[src/rtl/fifo_rd_stream.sv]
// FIFO read side to valid/ready stream adapter with one-cycle read latency.
// A two-entry skid buffer plus one in-flight read keeps full throughput under backpressure.
module fifo_rd_stream #(
   parameter int WIDTH = 8,
   parameter int CNT_W = 16
) (
   input  logic             clk,
   input  logic             rst,
   input  logic             en,
   input  logic             rempty,
   output logic             rinc,
   input  logic [WIDTH-1:0] rdata,
   output logic             m_valid,
   input  logic             m_ready,
   output logic [WIDTH-1:0] m_data,
   output logic [CNT_W-1:0] xfer_cnt
);

   logic [WIDTH-1:0] head_q, head_d;
   logic [WIDTH-1:0] tail_q, tail_d;
   logic [1:0]       cnt_q, cnt_d;
   logic             inflight_q;
   logic [1:0]       occ;
   logic             pop;
   logic             push;

   // Occupancy counts the read already issued, so a full buffer never overflows.
   assign occ     = cnt_q + {1'b0, inflight_q};
   assign m_valid = (cnt_q != 2'd0);
   assign m_data  = head_q;
   assign pop     = m_valid & m_ready;
   assign push    = inflight_q;

   // A pop in the same cycle frees the slot the new read will land in.
   assign rinc = en & ~rempty & ~rst &
                 ((occ < 2'd2) | ((occ == 2'd2) & pop));

   always_comb begin
      // NOTE: every output gets a default first so no path leaves a latch behind.
      head_d = head_q;
      tail_d = tail_q;
      cnt_d  = cnt_q;
      unique case ({pop, push})
         2'b01: begin
            if (cnt_q == 2'd0) head_d = rdata;
            else               tail_d = rdata;
            cnt_d = cnt_q + 2'd1;
         end
         2'b10: begin
            head_d = tail_q;
            cnt_d  = cnt_q - 2'd1;
         end
         2'b11: begin
            // Pop and push together: the count is unchanged and no bubble appears.
            if (cnt_q == 2'd2) begin
               head_d = tail_q;
               tail_d = rdata;
            end else begin
               head_d = rdata;
            end
         end
         default: ;
      endcase
   end

   always_ff @(posedge clk or posedge rst) begin
      if (rst) begin
         // NOTE: the data registers are reset too, because m_data must read zero during reset.
         head_q     <= '0;
         tail_q     <= '0;
         cnt_q      <= 2'd0;
         inflight_q <= 1'b0;
         xfer_cnt   <= '0;
      end else begin
         // NOTE: non-blocking updates, so every register samples the pre-edge values.
         head_q     <= head_d;
         tail_q     <= tail_d;
         cnt_q      <= cnt_d;
         inflight_q <= rinc;
         if (pop) xfer_cnt <= xfer_cnt + 1'b1;
      end
   end

endmodule
[config.mk]
export PLATFORM = sky130hd
export DESIGN_NAME = fifo_rd_stream
export DESIGN_NICKNAME = d
export VERILOG_FILES = /design/src/rtl/fifo_rd_stream.sv
export SDC_FILE = /design/constraint.sdc
export NUM_CORES = 1
export LEC_CHECK = 0
export ABC_AREA = 1
export BUFFER_PORTS_ARGS = -buffer_cell sky130_fd_sc_hd__buf_2
export CORE_MARGIN = 2
export CORE_UTILIZATION = 58
export CTS_CLUSTER_SIZE = 28
export DETAILED_ROUTE_END_ITERATION = 12
export GPL_TIMING_DRIVEN = 1
export PLACE_DENSITY = 0.9
export SYNTH_ARGS = -nofsm -noshare
export SYNTH_HDL_FRONTEND = slang
export SYNTH_SLANG_ARGS = --single-unit
[constraint.sdc]
create_clock -name clk -period 5.68 [get_ports clk]
set_input_delay 0.852 -clock clk [delete_from_list [all_inputs] [get_ports clk]]
set_output_delay 0.852 -clock clk [all_outputs]
set_load 0.05 [all_outputs]
Word-level counts from Yosys, hierarchy flattened
Index checks and enable logic that the tools add are counted.

Output and inout port bits: 26. Memories kept: 0. Latch bits: 0. Word-level logic and storage cells: 40. Register bits after elaboration: 35. ROM bits: 0. Memory bits (writable): 0. Input bits: 13.

Bitwise gates (word level): 8. Equality and inequality tests: 8. Multipliers: 0. Reduce and logical (&&, ||, !) cells: 7. Multiplexer cells: 7. Add/sub/neg operators: 4. Magnitude comparators: 1. Shift operators: 0. Divide/modulo/power cells: 0.

Operators with widths (number): 8-bit two-way mux (4); 8-bit case mux with 3 select lines (1); 16-bit by 1-bit adder with 16-bit output (second input constant) (1); 8-bit case mux with 2 select lines (1); 2-bit equality test (second input constant) (4); 2-bit inequality test (second input constant) (3); 2-bit nonzero test (3); 1-bit AND (5); 2-bit case mux with 2 select lines (1); 3-bit AND reduction (1); 3-bit nonzero test (1); 2-bit by 1-bit adder with 2-bit output (1); 2-bit by 1-bit adder with 2-bit output (second input constant) (1); 2-bit by 1-bit equality test with 1-bit output (second input constant) (1); 2-bit zero test (1); 2-bit less-than comparator (second input constant) (1); 1-bit NOT (2); 2-bit AND reduction (1); 2-bit by 1-bit subtractor with 2-bit output (second input constant) (1); 1-bit bitwise OR (1).

Logic depth before layout (Yosys ltp)
Gate-level depths: netlist of run 1.

Word-level depth: 5. Mapped depth: 8. Depth with buffers taken out: 8.

Worst setup path after synthesis of run 1
OpenSTA, ideal clock, no wires.

Path type: input port to output port. From: input m_ready. To: output rinc. Required time: 4.828 ns. Setup slack: 3.368 ns. Stages on the path: 3. Arrival: 1.460 ns. Buffers on the path: 0. Cell sequence: o21ai_2 -> nor2_1 -> o211a_1.

Cells in the longest elaborated chain, start to end: 4.

RTL lines: start, declared (line 14) `input logic m_ready,`; 1-bit AND (line 31) `assign pop = m_valid & m_ready;`; 1-bit AND (line 36) `((occ < 2'd2) | ((occ == 2'd2) & pop));`; 1-bit bitwise OR (line 36); 1-bit AND (line 35) `assign rinc = en & ~rempty & ~rst &`; end, declared (line 11) `output logic rinc,`.

No other way between the ends.

Final worst setup path of run 1
From: register cnt_q[0]. To: output rinc.

Cells in the longest elaborated chain, start to end: 5. Elaborated cells between the ends (all ways): 8. Those cells by class: add/sub (1); order compare (1); eq/ne (1); bitwise (4); reduce/logical (1).

RTL lines: start, declared (line 21) `logic [1:0] cnt_q, cnt_d;`; start signal, assigned (line 78) `cnt_q <= cnt_d;`; 2-bit by 1-bit adder with 2-bit output / 2-bit nonzero test (equally long branches) (line 28, 29); 2-bit equality test / 1-bit AND (equally long branches) (line 36, 31); 1-bit AND (line 36); 1-bit bitwise OR * (line 36); 1-bit AND * (line 35).

Every way passes the cells marked *; elsewhere a longest branch is shown, timed or not.

==> results of run 1 <==
[routing by layer]
layer,routed length [um],up-vias
li1,-,738
met1,1480,711
met2,1910,42
met3,183,12
met4,106,0
met5,0,-
[cells by family (layout without fill, tap and decap cells)]
logic type | count (synthesis) | after routing | synth area share (%)
compound gates | 24 | 24 | 10.5
flops | 35 | 35 | 47.5
fa+ha+maj | 6 | 6 | 4.07
buf+inv | 34 | 78 | 7.73
simple gates | 94 | 94 | 24.0
xor+xnor | 13 | 13 | 6.17
[worst max-delay path, stage by stage (launching register included)]
cell and delay, ns:
dfrtp_1 0.57, ha_1 0.30, nor2_1 0.12, o211a_1 0.16, buf_2 0.26
[sequential cells by signal, summed over array words and instances, names as in the netlist]
signal and count:
cnt_q 2, inflight_q 1, m_data 8, tail_q 8
xfer_cnt 16
[layout make-up]
cell class / instances / area (um^2)
clock buffers: 6 / 41.3
inverters: 31 / 116
multi-input cells: 137 / 826
clock inverters: 2 / 60.1
well taps: 44 / 55.1
repair buffers: 39 / 198
flip-flops and latches: 35 / 876
fillers: 241 / 856
[worst min path at each step]
stage,to,slack (ns),cells past startpoint
2_1_floorplan,tail_q[0]$_DFFE_PP0P_,0.46,2
3_3_place_gp,tail_q[3]$_DFFE_PP0P_,0.47,2
3_5_place_dp,tail_q[0]$_DFFE_PP0P_,0.47,2
4_1_cts,tail_q[0]$_DFFE_PP0P_,0.51,2
5_1_grt,tail_q[3]$_DFFE_PP0P_,0.53,2
6_report,tail_q[3]$_DFFE_PP0P_,0.50,2
[cells in the final DEF (no fill, tap or decap), types with 5 or more instances in the layout]
cell type,Yosys,layout
nand2_1,46,46
nand3_1,17,17
clkbuf_4,0,5
o21ai_2,10,10
inv_1,30,30
xnor2_1,6,6
a31oi_1,8,8
xor2_1,7,7
buf_2,0,38
ha_1,6,6
nor2_1,18,18
dfrtp_1,35,35
[stage by stage]
| step | hold WS [ns] | instance area [um^2] |
|---|---|---|
| floorplan | 0.456 | 1840 |
| global placement | 0.466 | 2070 |
| detailed placement | 0.470 | 2070 |
| CTS | 0.506 | 2170 |
| global route | 0.526 | 2170 |
| finish | 0.504 | 2170 |
[report_power, final]
group          internal [mW]  leakage [nW]  total, mW  switching [mW]
clock network          0.137        0.0525      0.226          0.0886
registers              0.334         0.432      0.414          0.0803
logic                  0.137         0.680      0.503           0.366
==> metrics, run 1 <==
P per Cell Area 526 nW/um^2; yosys warns 0; CP Capture Type primary output; DIE WIDTH 60.4 um; DRC errors left 0; grt met1 use 25.1%; Final HPWL DP 2630 um; Clock Pin Slew Worst Setup and Hold Paths 0.11 ns; register area share after synthesis 47.5%; routed wire length 3680 um; Syn Inst Count 206; syn_nets 225; largest net degree at the start of global routing 36; Setup TNS 0 ns; share of cells above drive strength 1 27.2%; vias in the first global route 1489; Crit Path Category reg -> out; Setup crit end rinc; Non-Filler Instances 294; global-route wire length before repair 6190 um; maximum clock frequency 0.384 GHz; Die ar. 3650 um^2; total leakage power 1.16 nW; GR peak layer met2; worst hold path class reg -> reg; placer congestion estimate 0.815; Final Cycle Share 45.8%; DR iter-0 viols 54; Final Util 71.7%; Max transition margin 45.8%; Post-CTS Repair Setup Buffers 0; Worst EP arrival 1.75 ns; Critical Path Source Type flip-flop; reg-to-reg startpoint cnt_q[0]$_DFFE_PP0P_; Final min period 2.60 ns; Final Hold Vio Count 0; FF-to-FF setup slack 3.54 ns; floorplan row count 20; clock skew 0.0162 ns; PnR worst setup slack 3.08 ns; synthesized area 1840 um^2; count of input and output buffers 38; TritonRoute pass-1 iters 5; Avg Cell Area, Syn 8.95 um^2; top cells by area, synth dfrtp_1 47%, nand2_1 9.4%, inv_1 6.1%; layout net count 268; CTS tree yes; post-CTS sizing 0; total CTS buffers 5; Clock Latency Late Sink 0.35 ns; Worst Hold Launch tail_q[3]$_DFFE_PP0P_; worst-case clock buffer depth 2; total number of vias 1503; Req. time, crit path 4.83 ns; Async SR Flop Fraction 100%; die height 60.4 um; Final Setup Violations 0; Yosys top cell by area dfrtp_1; Commonest cells post-synth 46 x nand2_1, 35 x dfrtp_1, 30 x inv_1; Max Slew Vio Count 0; status finished clean; M3 GR Usage 7.04%; routed vias/inst 5.11; Peak VDD IR 0.456 mV; Slew @ Worst Pin 0.810 ns; met2 GRT Util 41.5%; global-route usage over all layers 23.3%; initial core utilization 60.9%; Synth Flop Type dfrtp_1; synthesized flop and latch total 35; htree depth 2; placed cells 286; CP startpoint cnt_q[0]$_DFFE_PP0P_; initial antenna violation count 0; total grt overflow 0; Clock Sinks 35; area grow syn2layout 17.8%; Core Region 3030 um^2; number of synthesized flops with an enable pin 0; wire per inst 12.5 um; clk root buf clkbuf_4; Yosys cell types 29; top cell type's share of synthesized area 47.5%; Antenna Violating Nets Remaining 0; crit path max fanout 8; worst r2r path cells 7; reg2reg end m_data[2]$_DFFE_PP0P_; ant diodes 0; CTS Hold Buffers Added 0; maxcap violations 0; I/O pins 39; RSZ-0062 raised after global routing no; Place WS 3.21 ns; Design Power 1.14 mW; most numerous cell in the Yosys netlist nand2_1
(Power assumes the default switching activity.)
==> inputs of run 2 (changes only) <==
--- a/config.mk
+++ b/config.mk
@@ -8,11 +8,11 @@
 export ABC_AREA = 1
 export BUFFER_PORTS_ARGS = -buffer_cell sky130_fd_sc_hd__buf_2
 export CORE_MARGIN = 2
-export CORE_UTILIZATION = 58
+export CORE_UTILIZATION = 49
 export CTS_CLUSTER_SIZE = 28
 export DETAILED_ROUTE_END_ITERATION = 12
 export GPL_TIMING_DRIVEN = 1
-export PLACE_DENSITY = 0.9
+export PLACE_DENSITY = 0.82
 export SYNTH_ARGS = -nofsm -noshare
 export SYNTH_HDL_FRONTEND = slang
 export SYNTH_SLANG_ARGS = --single-unit
==> constraint.sdc (replaced) <==
create_clock -name clk -period 2.2 [get_ports clk]
set_input_delay 0.33 -clock clk [delete_from_list [all_inputs] [get_ports clk]]
set_output_delay 0.33 -clock clk [all_outputs]
set_load 0.05 [all_outputs]
==> run 2 against run 1 <==
  * Setup slack got worse by 2.9 ns
  * Hold slack got worse by 0.36 ns
  * Clock power increased to 2.6 times the previous value
  * Wire length decreased by 2.0%
  * First-iteration DRC count decreased by 31%
  * Register-to-register slack got worse by 3.4 ns
  * Largest cell class unchanged
  * Largest power group unchanged
==> metrics, run 2 (synthesized netlist as in run 1, its figures left out) <==
status finished clean; Design Power 2.95 mW (+160%); routed wire length 3610 um (-2.0%); total CTS buffers 5 (unchanged); Die ar. 4270 um^2 (+17%); CTS Hold Buffers Added 0 (unchanged); count of input and output buffers 38 (unchanged); RSZ-0062 raised after global routing no; total number of vias 1455 (-3.2%); TritonRoute pass-1 iters 5 (unchanged); critical-path cell list nor2_4 -> nor2_8 -> ha_1 -> or2_2 -> nand2_1 -> nand2_1 -> a31oi_1; total grt overflow 0 (unchanged); max reg flops 16 (unchanged); most common cell after layout, fill and taps aside nand2_1; final instance area 2200 um^2 (+1.4%); share of cells above drive strength 1 27.6% (+0.40 points); Max transition margin 63.8% (+18 points); crit-path max cell delay 0.50 ns (-0.07 ns); Slew @ Worst Pin 0.540 ns (-0.270 ns); Crit path max-delay family simple AND/OR/NAND/NOR gates; Final HPWL DP 2570 um (-2.2%); Most flops, register xfer_cnt; worst-case clock buffer depth 2 (unchanged); Worst EP arrival 2.24 ns (+0.49 ns); DIE WIDTH 65.4 um (+8.2%); PnR worst setup slack 0.166 ns (-2.91 ns); Final Hold Vio Count 0 (unchanged); wire per inst 12.1 um (-3.3%); reg-to-reg startpoint cnt_q[0]$_DFFE_PP0P_; worst path bufs/invs 0 (-1); Antenna Violating Nets Remaining 0 (unchanged); global-route usage over all layers 18.9% (-4.4 points); Non-Filler Instances 298 (+1.4%); most frequent cells in the layout 46 x nand2_1, 38 x buf_2, 35 x dfrtp_1; initial antenna violation count 0 (unchanged); die height 65.4 um (+8.2%); DR iter-0 viols 37 (-31%); clock skew 0.00357 ns (-0.0127 ns); CTS tree yes; DRC errors left 0 (unchanged); initial core utilization 50.8% (-10 points); Final Setup Violations 0 (unchanged); Post-DP Area 2080 um^2 (+0.24%); worst hold path class in -> async; Setup TNS 0 ns (unchanged); Post-CTS Repair Setup Buffers 0 (unchanged); maximum clock frequency 0.492 GHz; Peak VDD IR 0.833 mV (+83%); Place WS 0.183 ns (-3.03 ns); P per Cell Area 1340 nW/um^2 (+150%); Final min period 2.03 ns; layout filler cell count 348 (+44%); htree depth 2 (unchanged); slowest CP cell dfrtp_1; worst hold slack 0.147 ns (-0.357 ns); cell repeated most along the worst path nand2_1; largest net degree at the start of global routing 36 (unchanged); vias in the first global route 1413 (-5.1%); Critical Path Source Type flip-flop; Final Util 60.6% (-11 points); total leakage power 1.18 nW (+0.89%); floorplan row count 22 (+10%); global-route wire length before repair 6200 um (+0.23%); I/O pins 39 (unchanged); critical path depth 7 (+3); crit path max fanout 9 (+1); ant diodes 0 (unchanged); Crit Path Category reg -> reg; Req. time, crit path 2.40 ns (-2.43 ns); maxcap violations 0 (unchanged); Core Region 3630 um^2 (+20%); placed cells 290 (+1.4%); layout net count 268 (unchanged); worst r2r path cells 7 (unchanged); Clock Sinks 35 (unchanged); CP startpoint cnt_q[0]$_DFFE_PP0P_; area grow syn2layout 19.4%; Clock Pin Slew Worst Setup and Hold Paths 0.07 ns (-0.04 ns); placer congestion estimate 0.810 (-0.63%); Clock Latency Late Sink 0.28 ns (-0.07 ns); routed vias/inst 4.88 (-4.5%); CP Capture Type flip-flop; clk root buf clkbuf_8; Final Cycle Share 92.5%; Max Slew Vio Count 0 (unchanged)
[run 2: cell types whose count changed in the layout (fill, tap and decap cells not counted), sizes merged]
cell and change:
bufinv -1, clkinv +1
[run 2: worst paths after layout]
check | end | slack [ns]
worst max-delay path | m_data[1]$_DFFE_PP0P_ | 0.17
worst min-delay path | xfer_cnt[1]$_DFFE_PP0P_ | 0.15
worst max register to register | m_data[1]$_DFFE_PP0P_ | 0.17
worst min register to register | tail_q[4]$_DFFE_PP0P_ | 0.49
max in group asynchronous | xfer_cnt[11]$_DFFE_PP0P_ | 1.75
min in group clk | tail_q[6]$_DFFE_PP0P_ | 0.30
[run 2: layout make-up]
type                       count  area [um^2]  area share (%)
clock buffer                   6         82.6            3.75
tap                           48         60.1            2.73
multi-input combinational    137          835            37.9
clock inverter                 2         35.0            1.59
timing repair buffer          39          198            8.98
inverter                      31          116            5.28
sequential                    35          876            39.8
[run 2: worst reg2reg max path: cells and delay by family (launching register included)]
kind	cells	cell delay, ns
simple gates	5	1.07
compound gates	1	0.14
fa+ha+maj	1	0.25
flops	1	0.50
[run 2: timing repair]
item                                   4_1_cts  5_1_grt
setup endpoints to repair                    0        1
resized for setup                            0        1
endpoints found under the hold margin        0        0
[run 2: report_power, final]
group          switching (mW)  internal, mW
Clock                   0.230         0.367
Combinational           0.935         0.358
Sequential              0.200         0.862
Total                    1.36          1.59
[run 2: per-layer routing]
metal / global-route usage [%] / wire length [um]
met1: 22.5 / 1560
met2: 32.8 / 1890
met3: 5.99 / 142
met4: 5.47 / 7
met5: 0 / 0
